===== src/rtl/iic_cfg_seq_if.sv =====
// Handshake bundle between the configuration sequencer (master) and the I2C byte driver (slave).
interface iic_cfg_seq_if #(
  parameter logic [1:0] ADDR_BYTE = 2'd1
) ();
  logic                   iic_pluse;
  logic [7:0]             iic_device_id;
  logic                   iic_w_r;
  logic [3:0]             iic_byte_len;
  logic [ADDR_BYTE*8-1:0] iic_addr;
  logic [7:0]             iic_data_in;
  logic                   iic_busy;
  logic                   iic_byte_over;
  logic [7:0]             iic_data_out;

  modport master (
    output iic_pluse, iic_device_id, iic_w_r, iic_byte_len, iic_addr, iic_data_in,
    input  iic_busy, iic_byte_over, iic_data_out
  );

  modport slave (
    input  iic_pluse, iic_device_id, iic_w_r, iic_byte_len, iic_addr, iic_data_in,
    output iic_busy, iic_byte_over, iic_data_out
  );
endinterface


===== src/rtl/iic_cfg_seq.sv =====
// Walks a register table and issues one I2C write per entry after a power-up delay.
// Optional feature macro CFG_READBACK_EN: read each register back and count mismatches.
module iic_cfg_seq #(
  parameter logic [7:0]  REG_NUM   = 8'd16,
  parameter logic [1:0]  ADDR_BYTE = 2'd1,
  parameter logic [7:0]  DEVICE_ID = 8'h78,
  parameter logic [23:0] INIT_DLY  = 24'd1000
) (
  input  logic                   clk,
  input  logic                   rstn,
  input  logic                   cfg_start,
  output logic [7:0]             tbl_idx,
  input  logic [ADDR_BYTE*8+7:0] tbl_data,
  iic_cfg_seq_if.master          iic,
  output logic                   cfg_busy,
  output logic                   cfg_done,
  output logic                   cfg_err,
  output logic [7:0]             err_cnt
);
  localparam int AW = int'(ADDR_BYTE) * 8;
  localparam int DW = AW + 8;

  typedef enum logic [3:0] {
    S_IDLE    = 4'd0,
    S_PWR_DLY = 4'd1,
    S_LOAD    = 4'd2,
    S_TRIG    = 4'd3,
    S_WAIT    = 4'd4,
    S_NEXT    = 4'd5,
`ifdef CFG_READBACK_EN
    S_RD_TRIG = 4'd6,
    S_RD_WAIT = 4'd7,
    S_CMP     = 4'd8,
`endif
    S_DONE    = 4'd9
  } state_t;

  state_t          state_r, state_nxt_s;
  logic [7:0]      idx_r, idx_nxt_s;
  logic [23:0]     cnt_r, cnt_nxt_s;
  logic            pluse_r, pluse_nxt_s;
  logic            wr_r, wr_nxt_s;
  logic [AW-1:0]   addr_r, addr_nxt_s;
  logic [7:0]      wdata_r, wdata_nxt_s;
  logic            busy_r, busy_nxt_s;
  logic            done_r, done_nxt_s;
  logic            err_r, err_nxt_s;
  logic [7:0]      err_cnt_r, err_cnt_nxt_s;
`ifdef CFG_READBACK_EN
  logic [7:0]      rdata_r, rdata_nxt_s;
`else
  logic            unused_s;
  assign unused_s = ^{iic.iic_byte_over, iic.iic_data_out};
`endif

  // Next-state and next-value logic for every registered output
  always_comb begin
    state_nxt_s   = state_r;
    idx_nxt_s     = idx_r;
    cnt_nxt_s     = cnt_r;
    pluse_nxt_s   = pluse_r;
    wr_nxt_s      = wr_r;
    addr_nxt_s    = addr_r;
    wdata_nxt_s   = wdata_r;
    busy_nxt_s    = busy_r;
    done_nxt_s    = done_r;
    err_nxt_s     = err_r;
    err_cnt_nxt_s = err_cnt_r;
`ifdef CFG_READBACK_EN
    rdata_nxt_s   = rdata_r;
`endif
    case (state_r)
      S_IDLE, S_DONE: begin
        if (cfg_start) begin
          state_nxt_s = S_PWR_DLY;
          idx_nxt_s   = 8'd0;
          cnt_nxt_s   = 24'd0;
          busy_nxt_s  = 1'b1;
          done_nxt_s  = 1'b0;
        end else begin
          state_nxt_s = state_r;
        end
      end
      S_PWR_DLY: begin
        cnt_nxt_s = cnt_r + 24'd1;
        if (cnt_r == INIT_DLY - 24'd1) begin
          state_nxt_s = S_LOAD;
        end else begin
          state_nxt_s = S_PWR_DLY;
        end
      end
      S_LOAD: begin
        if (!iic.iic_busy) begin
          addr_nxt_s  = tbl_data[DW-1:8];
          wdata_nxt_s = tbl_data[7:0];
          wr_nxt_s    = 1'b1;
          pluse_nxt_s = 1'b1;
          state_nxt_s = S_TRIG;
        end else begin
          state_nxt_s = S_LOAD;
        end
      end
      S_TRIG: begin
        if (iic.iic_busy) begin
          pluse_nxt_s = 1'b0;
          state_nxt_s = S_WAIT;
        end else begin
          pluse_nxt_s = 1'b1;
        end
      end
      S_WAIT: begin
        if (!iic.iic_busy) begin
`ifdef CFG_READBACK_EN
          // pluse was low throughout WAIT, so re-raising it here keeps the minimum gap
          wr_nxt_s    = 1'b0;
          pluse_nxt_s = 1'b1;
          state_nxt_s = S_RD_TRIG;
`else
          state_nxt_s = S_NEXT;
`endif
        end else begin
          state_nxt_s = S_WAIT;
        end
      end
`ifdef CFG_READBACK_EN
      S_RD_TRIG: begin
        if (iic.iic_busy) begin
          pluse_nxt_s = 1'b0;
          state_nxt_s = S_RD_WAIT;
        end else begin
          pluse_nxt_s = 1'b1;
        end
      end
      S_RD_WAIT: begin
        if (iic.iic_byte_over) begin
          rdata_nxt_s = iic.iic_data_out;
        end else begin
          rdata_nxt_s = rdata_r;
        end
        if (!iic.iic_busy) begin
          state_nxt_s = S_CMP;
        end else begin
          state_nxt_s = S_RD_WAIT;
        end
      end
      S_CMP: begin
        if (rdata_r != tbl_data[7:0]) begin
          err_nxt_s = 1'b1;
          if (err_cnt_r != 8'hFF) begin
            err_cnt_nxt_s = err_cnt_r + 8'd1;
          end else begin
            err_cnt_nxt_s = err_cnt_r;
          end
        end else begin
          err_nxt_s = err_r;
        end
        wr_nxt_s    = 1'b1;
        state_nxt_s = S_NEXT;
      end
`endif
      S_NEXT: begin
        if (idx_r == REG_NUM - 8'd1) begin
          state_nxt_s = S_DONE;
          busy_nxt_s  = 1'b0;
          done_nxt_s  = 1'b1;
        end else begin
          idx_nxt_s   = idx_r + 8'd1;
          state_nxt_s = S_LOAD;
        end
      end
      default: begin
        state_nxt_s = S_IDLE;
        pluse_nxt_s = 1'b0;
      end
    endcase
  end

  // State and output registers with synchronous active-low reset
  always_ff @(posedge clk) begin
    if (!rstn) begin
      state_r   <= S_IDLE;
      idx_r     <= 8'd0;
      cnt_r     <= 24'd0;
      pluse_r   <= 1'b0;
      wr_r      <= 1'b1;
      addr_r    <= '0;
      wdata_r   <= 8'd0;
      busy_r    <= 1'b0;
      done_r    <= 1'b0;
      err_r     <= 1'b0;
      err_cnt_r <= 8'd0;
`ifdef CFG_READBACK_EN
      rdata_r   <= 8'd0;
`endif
    end else begin
      state_r   <= state_nxt_s;
      idx_r     <= idx_nxt_s;
      cnt_r     <= cnt_nxt_s;
      pluse_r   <= pluse_nxt_s;
      wr_r      <= wr_nxt_s;
      addr_r    <= addr_nxt_s;
      wdata_r   <= wdata_nxt_s;
      busy_r    <= busy_nxt_s;
      done_r    <= done_nxt_s;
      err_r     <= err_nxt_s;
      err_cnt_r <= err_cnt_nxt_s;
`ifdef CFG_READBACK_EN
      rdata_r   <= rdata_nxt_s;
`endif
    end
  end

  assign tbl_idx           = idx_r;
  assign iic.iic_pluse     = pluse_r;
  assign iic.iic_device_id = DEVICE_ID;
  assign iic.iic_w_r       = wr_r;
  assign iic.iic_byte_len  = 4'd1;
  assign iic.iic_addr      = addr_r;
  assign iic.iic_data_in   = wdata_r;
  assign cfg_busy          = busy_r;
  assign cfg_done          = done_r;
  assign cfg_err           = err_r;
  assign err_cnt           = err_cnt_r;
endmodule


===== src/flat_wrapper.sv =====
// flat-port wrapper written by rule: the top's interface ports become plain ports
module iic_cfg_seq_flat 
#(
  parameter logic [7:0]  REG_NUM   = 8'd16,
  parameter logic [1:0]  ADDR_BYTE = 2'd1,
  parameter logic [7:0]  DEVICE_ID = 8'h78,
  parameter logic [23:0] INIT_DLY  = 24'd1000
)
  (clk, rstn, cfg_start, tbl_idx, tbl_data, cfg_busy, cfg_done, cfg_err, err_cnt, iic_iic_pluse, iic_iic_device_id, iic_iic_w_r, iic_iic_byte_len, iic_iic_addr, iic_iic_data_in, iic_iic_busy, iic_iic_byte_over, iic_iic_data_out);
  iic_cfg_seq_if #(.ADDR_BYTE(ADDR_BYTE)) iic_i ();
  input  logic clk;
  input  logic rstn;
  input  logic cfg_start;
  output logic [7:0] tbl_idx;
  input  logic [ADDR_BYTE*8+7:0] tbl_data;
  output logic cfg_busy;
  output logic cfg_done;
  output logic cfg_err;
  output logic [7:0] err_cnt;
  output wire logic [$bits(iic_i.iic_pluse)-1:0] iic_iic_pluse;
  output wire logic [$bits(iic_i.iic_device_id)-1:0] iic_iic_device_id;
  output wire logic [$bits(iic_i.iic_w_r)-1:0] iic_iic_w_r;
  output wire logic [$bits(iic_i.iic_byte_len)-1:0] iic_iic_byte_len;
  output wire logic [$bits(iic_i.iic_addr)-1:0] iic_iic_addr;
  output wire logic [$bits(iic_i.iic_data_in)-1:0] iic_iic_data_in;
  input wire logic [$bits(iic_i.iic_busy)-1:0] iic_iic_busy;
  input wire logic [$bits(iic_i.iic_byte_over)-1:0] iic_iic_byte_over;
  input wire logic [$bits(iic_i.iic_data_out)-1:0] iic_iic_data_out;
  assign iic_iic_pluse = iic_i.iic_pluse;
  assign iic_iic_device_id = iic_i.iic_device_id;
  assign iic_iic_w_r = iic_i.iic_w_r;
  assign iic_iic_byte_len = iic_i.iic_byte_len;
  assign iic_iic_addr = iic_i.iic_addr;
  assign iic_iic_data_in = iic_i.iic_data_in;
  assign iic_i.iic_busy = iic_iic_busy;
  assign iic_i.iic_byte_over = iic_iic_byte_over;
  assign iic_i.iic_data_out = iic_iic_data_out;
  iic_cfg_seq #(.REG_NUM(REG_NUM), .ADDR_BYTE(ADDR_BYTE), .DEVICE_ID(DEVICE_ID), .INIT_DLY(INIT_DLY)) u_core (.clk(clk), .rstn(rstn), .cfg_start(cfg_start), .tbl_idx(tbl_idx), .tbl_data(tbl_data), .iic(iic_i), .cfg_busy(cfg_busy), .cfg_done(cfg_done), .cfg_err(cfg_err), .err_cnt(err_cnt));
endmodule

===== config.mk =====
export PLATFORM = sky130hd
export DESIGN_NAME = iic_cfg_seq_flat
export DESIGN_NICKNAME = d
export VERILOG_FILES = /design/src/rtl/iic_cfg_seq_if.sv /design/src/rtl/iic_cfg_seq.sv /design/src/flat_wrapper.sv
export SDC_FILE = /design/constraint.sdc
export NUM_CORES = 1
export LEC_CHECK = 0
export CAP_MARGIN = 15
export CORE_ASPECT_RATIO = 0.9
export CORE_MARGIN = 1
export CORE_UTILIZATION = 52
export DETAILED_ROUTE_END_ITERATION = 6
export PLACE_DENSITY = 0.94
export SYNTH_ARGS = -nofsm -noshare
export SYNTH_HDL_FRONTEND = slang
export SYNTH_SLANG_ARGS = --single-unit

===== constraint.sdc =====
create_clock -name clk -period 4 [get_ports clk]
set_input_delay 0.8 -clock clk [delete_from_list [all_inputs] [get_ports clk]]
set_output_delay 0.8 -clock clk [all_outputs]
set_load 0.02 [all_outputs]

==> run_summary.xml <==
<?xml version="1.0" encoding="UTF-8"?>
<metrics>
  <group name="status">
    <metric name="run_status" unit="">completed</metric>
  </group>
  <group name="critical_path">
    <metric name="number_of_buffer_and_inverter_instances_along_the_worst_setup_path" unit="">1</metric>
    <metric name="worst-path-max-fanout" unit="">13</metric>
    <metric name="critical_path.most_common_cell" unit="">sky130_fd_sc_hd__nand2_1</metric>
    <metric name="cp_data_required_time" unit="ns">4.20</metric>
    <metric name="critical_path.cell_chain" unit="">clkdlybuf4s50_1 &gt; nand2_1 &gt; a21boi_1 &gt; nand2_1 &gt; o221a_1</metric>
    <metric name="setup.worst_path.class" unit="">primary input to flop</metric>
    <metric name="timing.critical_path.to_type" unit="">flop</metric>
    <metric name="cp.arrival" unit="ns">2.56</metric>
    <metric name="critical-path-top-delay-family" unit="">compound AO/OA/AOI/OAI gates</metric>
    <metric name="critical-path-slowest-cell" unit="">sky130_fd_sc_hd__a21boi_1</metric>
    <metric name="cp_slowest_stage_delay" unit="ns">0.74</metric>
    <metric name="worst_setup_path_start_kind" unit="">primary input</metric>
  </group>
  <group name="clock_tree">
    <metric name="cts_buffers" unit="">5</metric>
    <metric name="post_cts_repair_setup_buffers" unit="">0</metric>
    <metric name="clock_tree.buffer_depth" unit="">2</metric>
    <metric name="cts_clk_pin_slew_worst_paths" unit="ns">0.09</metric>
    <metric name="clock_tree.root_cell" unit="">sky130_fd_sc_hd__clkbuf_8</metric>
    <metric name="holdBufCountCts" unit="">0</metric>
    <metric name="cts.sink_count" unit="">55</metric>
    <metric name="worst_skew_pair_latency" unit="ns">0.31</metric>
    <metric name="clock_tree.htree_level_count" unit="">2</metric>
    <metric name="cts_resized" unit="">0</metric>
    <metric name="cts_tree" unit="">done</metric>
  </group>
  <group name="yosys">
    <metric name="post_synthesis_sequential_area_ratio" unit="%">38.0</metric>
    <metric name="postSynth.topFlopCell" unit="">sky130_fd_sc_hd__dfxtp_1</metric>
    <metric name="synthesis.area" unit="um2">2900</metric>
    <metric name="synth_cell_type_count" unit="">52</metric>
    <metric name="syn-mean-instance-area" unit="um2">7.92</metric>
    <metric name="count_of_flip_flops_with_a_built_in_enable_after_synthesis" unit="">0</metric>
    <metric name="ys_warn_count" unit="">0</metric>
    <metric name="postSynthRegisterBits" unit="">55</metric>
    <metric name="synthCells" unit="">366</metric>
    <metric name="async_flop_share" unit="%">0</metric>
  </group>
  <group name="detailed_routing">
    <metric name="first_pass_iters" unit="">6</metric>
    <metric name="via_count" unit="">2807</metric>
    <metric name="wire_per_inst" unit="um">15.1</metric>
    <metric name="total_drc_errors_in_the_routed_layout" unit="">0</metric>
    <metric name="detail_route.vias_per_cell" unit="">6.04</metric>
    <metric name="detailedRoute.firstIterationViolations" unit="">273</metric>
    <metric name="detail-route-antenna-nets" unit="">0</metric>
    <metric name="routed_wl" unit="um">7010</metric>
  </group>
  <group name="pwr">
    <metric name="power_frac_seq" unit="%">55.3</metric>
    <metric name="clock_power_share" unit="%">31.4</metric>
    <metric name="power.total" unit="mW">1.02</metric>
    <metric name="pwr-share-comb" unit="%">13.4</metric>
    <metric name="total_switching_power" unit="mW">0.280</metric>
    <metric name="switching_share" unit="%">27.3</metric>
    <metric name="vdd_drop_max" unit="mV">0.180</metric>
    <metric name="power.static_leakage" unit="nW">1.11</metric>
    <metric name="internal_power" unit="mW">0.744</metric>
    <metric name="powerDensity" unit="nW/um2">302</metric>
  </group>
  <group name="global_routing">
    <metric name="grt_util_overall" unit="%">24.3</metric>
    <metric name="largest_net_degree_at_the_start_of_global_routing" unit="">31</metric>
    <metric name="first_pass_grt_wire_length" unit="um">11200</metric>
    <metric name="overflow" unit="">0</metric>
    <metric name="antenna_found_initial" unit="">0</metric>
    <metric name="first_global_vias" unit="">2444</metric>
  </group>
  <group name="floorplanning">
    <metric name="core_area" unit="um2">5320</metric>
    <metric name="die-width" unit="um">80.7</metric>
    <metric name="num_rows" unit="">25</metric>
    <metric name="dieArea" unit="um2">5880</metric>
    <metric name="initial_core_util" unit="%">54.5</metric>
    <metric name="chipHeight" unit="um">72.9</metric>
    <metric name="pin_count" unit="">78</metric>
  </group>
  <group name="sta">
    <metric name="maxClockFrequency" unit="MHz">424</metric>
    <metric name="setup_ws" unit="ns">1.64</metric>
    <metric name="timing.hold.ws" unit="ns">0.450</metric>
    <metric name="rsz_0062_raised_after_global_routing" unit="">no</metric>
    <metric name="relSlewSlack" unit="%">38.8</metric>
    <metric name="timing_hold_violations_final" unit="">0</metric>
    <metric name="layout_min_cycle_time" unit="ns">2.36</metric>
    <metric name="final.period_utilization" unit="%">59.0</metric>
    <metric name="total_of_endpoints_with_negative_setup_slack_in_the_final_report" unit="">0</metric>
    <metric name="timing_max_transition_violations_final" unit="">0</metric>
    <metric name="clock_skew" unit="ns">0.00989</metric>
    <metric name="finalSetupTns" unit="ns">0</metric>
    <metric name="timing_worst_slew_pin_value" unit="ns">0.916</metric>
  </group>
  <group name="layout">
    <metric name="finish.cell_count_without_fillers" unit="">465</metric>
    <metric name="synthToLayoutAreaGrowth" unit="%">16.7</metric>
    <metric name="most_common_cell_after_layout_fill_and_taps_aside" unit="">sky130_fd_sc_hd__nand2_1</metric>
    <metric name="antennaDiodeCount" unit="">0</metric>
    <metric name="share_of_cells_above_drive_strength_1" unit="%">3.52</metric>
    <metric name="final_cell_mix" unit="">sky130_fd_sc_hd__nand2_1 (61), sky130_fd_sc_hd__dfxtp_1 (55), sky130_fd_sc_hd__clkdlybuf4s50_1 (46)</metric>
    <metric name="nNetsFinal" unit="">428</metric>
  </group>
  <group name="place">
    <metric name="dp_cells" unit="">457</metric>
    <metric name="number_of_buffers_inserted_by_port_buffering" unit="">46</metric>
    <metric name="gp_congestion" unit="">0.870</metric>
    <metric name="post-dp-hpwl" unit="um">4880</metric>
    <metric name="preCtsSetupSlack" unit="ns">1.29</metric>
  </group>
  <group name="job">
    <metric name="max_cap_violations" unit="">0</metric>
  </group>
  <group name="worst_hold_path">
    <metric name="min-delay-path-class" unit="">flop to flop</metric>
  </group>
</metrics>
synthesized netlist by cell type, drive strengths merged (3+ instances only):
cell type	count	area (um2)
nand2	61	229
dfxtp	55	1100
a21oi	31	155
buf	28	194
nand3	22	110
clkbuf	17	63.8
nor2	17	63.8
nand4	12	75.1
nor4	10	62.6
nand2b	8	50.1
or3	8	50.1
or4	6	45.0
a31oi	5	31.3
and3	5	31.3
and4	5	43.8
nor3	5	25.0
inv	4	15.0
o211ai	4	30.0
o21a	4	30.0
o21ai	4	20.0
a2111o	3	33.8
nor4b	3	26.3
o2111ai	3	26.3
o221ai	3	26.3
or2	3	18.8
xnor2	3	26.3
xor2	3	26.3
worst paths after layout:
| kind | from | end | slack [ns] | depth (start not counted) |
|---|---|---|---|---|
| hold reg to reg | u_core.cfg_done | u_core.cfg_done | 0.45 | 2 |
| hold / removal | u_core.cfg_done | u_core.cfg_done | 0.45 | 2 |
| setup / recovery | cfg_start | u_core.cnt_r[16] | 1.64 | 5 |
| setup reg to reg | u_core.state_r[0] | u_core.cnt_r[9] | 1.80 | 4 |
cell type report:
type / count / area (um2)
flip-flops and latches: 55 / 1100
well taps: 67 / 83.8
clock inverters: 1 / 8.76
clock buffers: 7 / 86.3
multi-input cells: 282 / 1610
inverters: 4 / 15.0
repair buffers: 49 / 483
fillers: 470 / 1930
logic make-up after synthesis:
| logic type | synth area share, % |
|---|---|
| compound gates | 17.6 |
| buf+inv | 9.40 |
| xor+xnor | 1.81 |
| mux | 0.690 |
| fa+ha+maj | 0.863 |
| simple gates | 31.4 |
| flops | 38.0 |
| other cells | 0.259 |
worst min-delay path, stage by stage (launching register included):
cell and delay [ns]:
sky130_fd_sc_hd__dfxtp_1 0.32, sky130_fd_sc_hd__inv_1 0.05, sky130_fd_sc_hd__a21oi_1 0.05
per-layer routing:
layer	wire length, um	share of wire [%]	GRT usage [%]	up-vias
li1	-	-	-	1352
met3	390	5.6	4.13	15
met5	0	0	0	-
met1	3120	44	31.6	1331
met4	92	1.3	8.13	0
met2	3410	49	40.9	109
state kept, by name, summed over array words and instances, names as in the netlist:
register                cells
u_core.cnt_r               24
u_core.cfg_busy             1
u_core.tbl_idx              8
u_core.cfg_done             1
u_core.state_r              4
u_core.iic.iic_pluse        1
u_core.iic.iic_data_in      8
u_core.iic.iic_addr         8
through the flow:
stage	cell area [um2]	utilization, %
floorplan	2980	-
global placement	3290	61.9
detailed placement	3290	61.9
CTS	3390	63.7
global route	3390	63.7
finish	3390	63.7
power by group through the flow:
stage	clock [mW]	sequential (mW)	combinational (mW)
finish	0.321	0.566	0.137
global route	0.353	0.568	0.149
global placement	0	0.577	0.130
CTS	0.328	0.566	0.136
floorplan	0	0.572	0.114
detailed placement	0	0.578	0.135
Note: power is estimated with default switching activity, not from simulation.
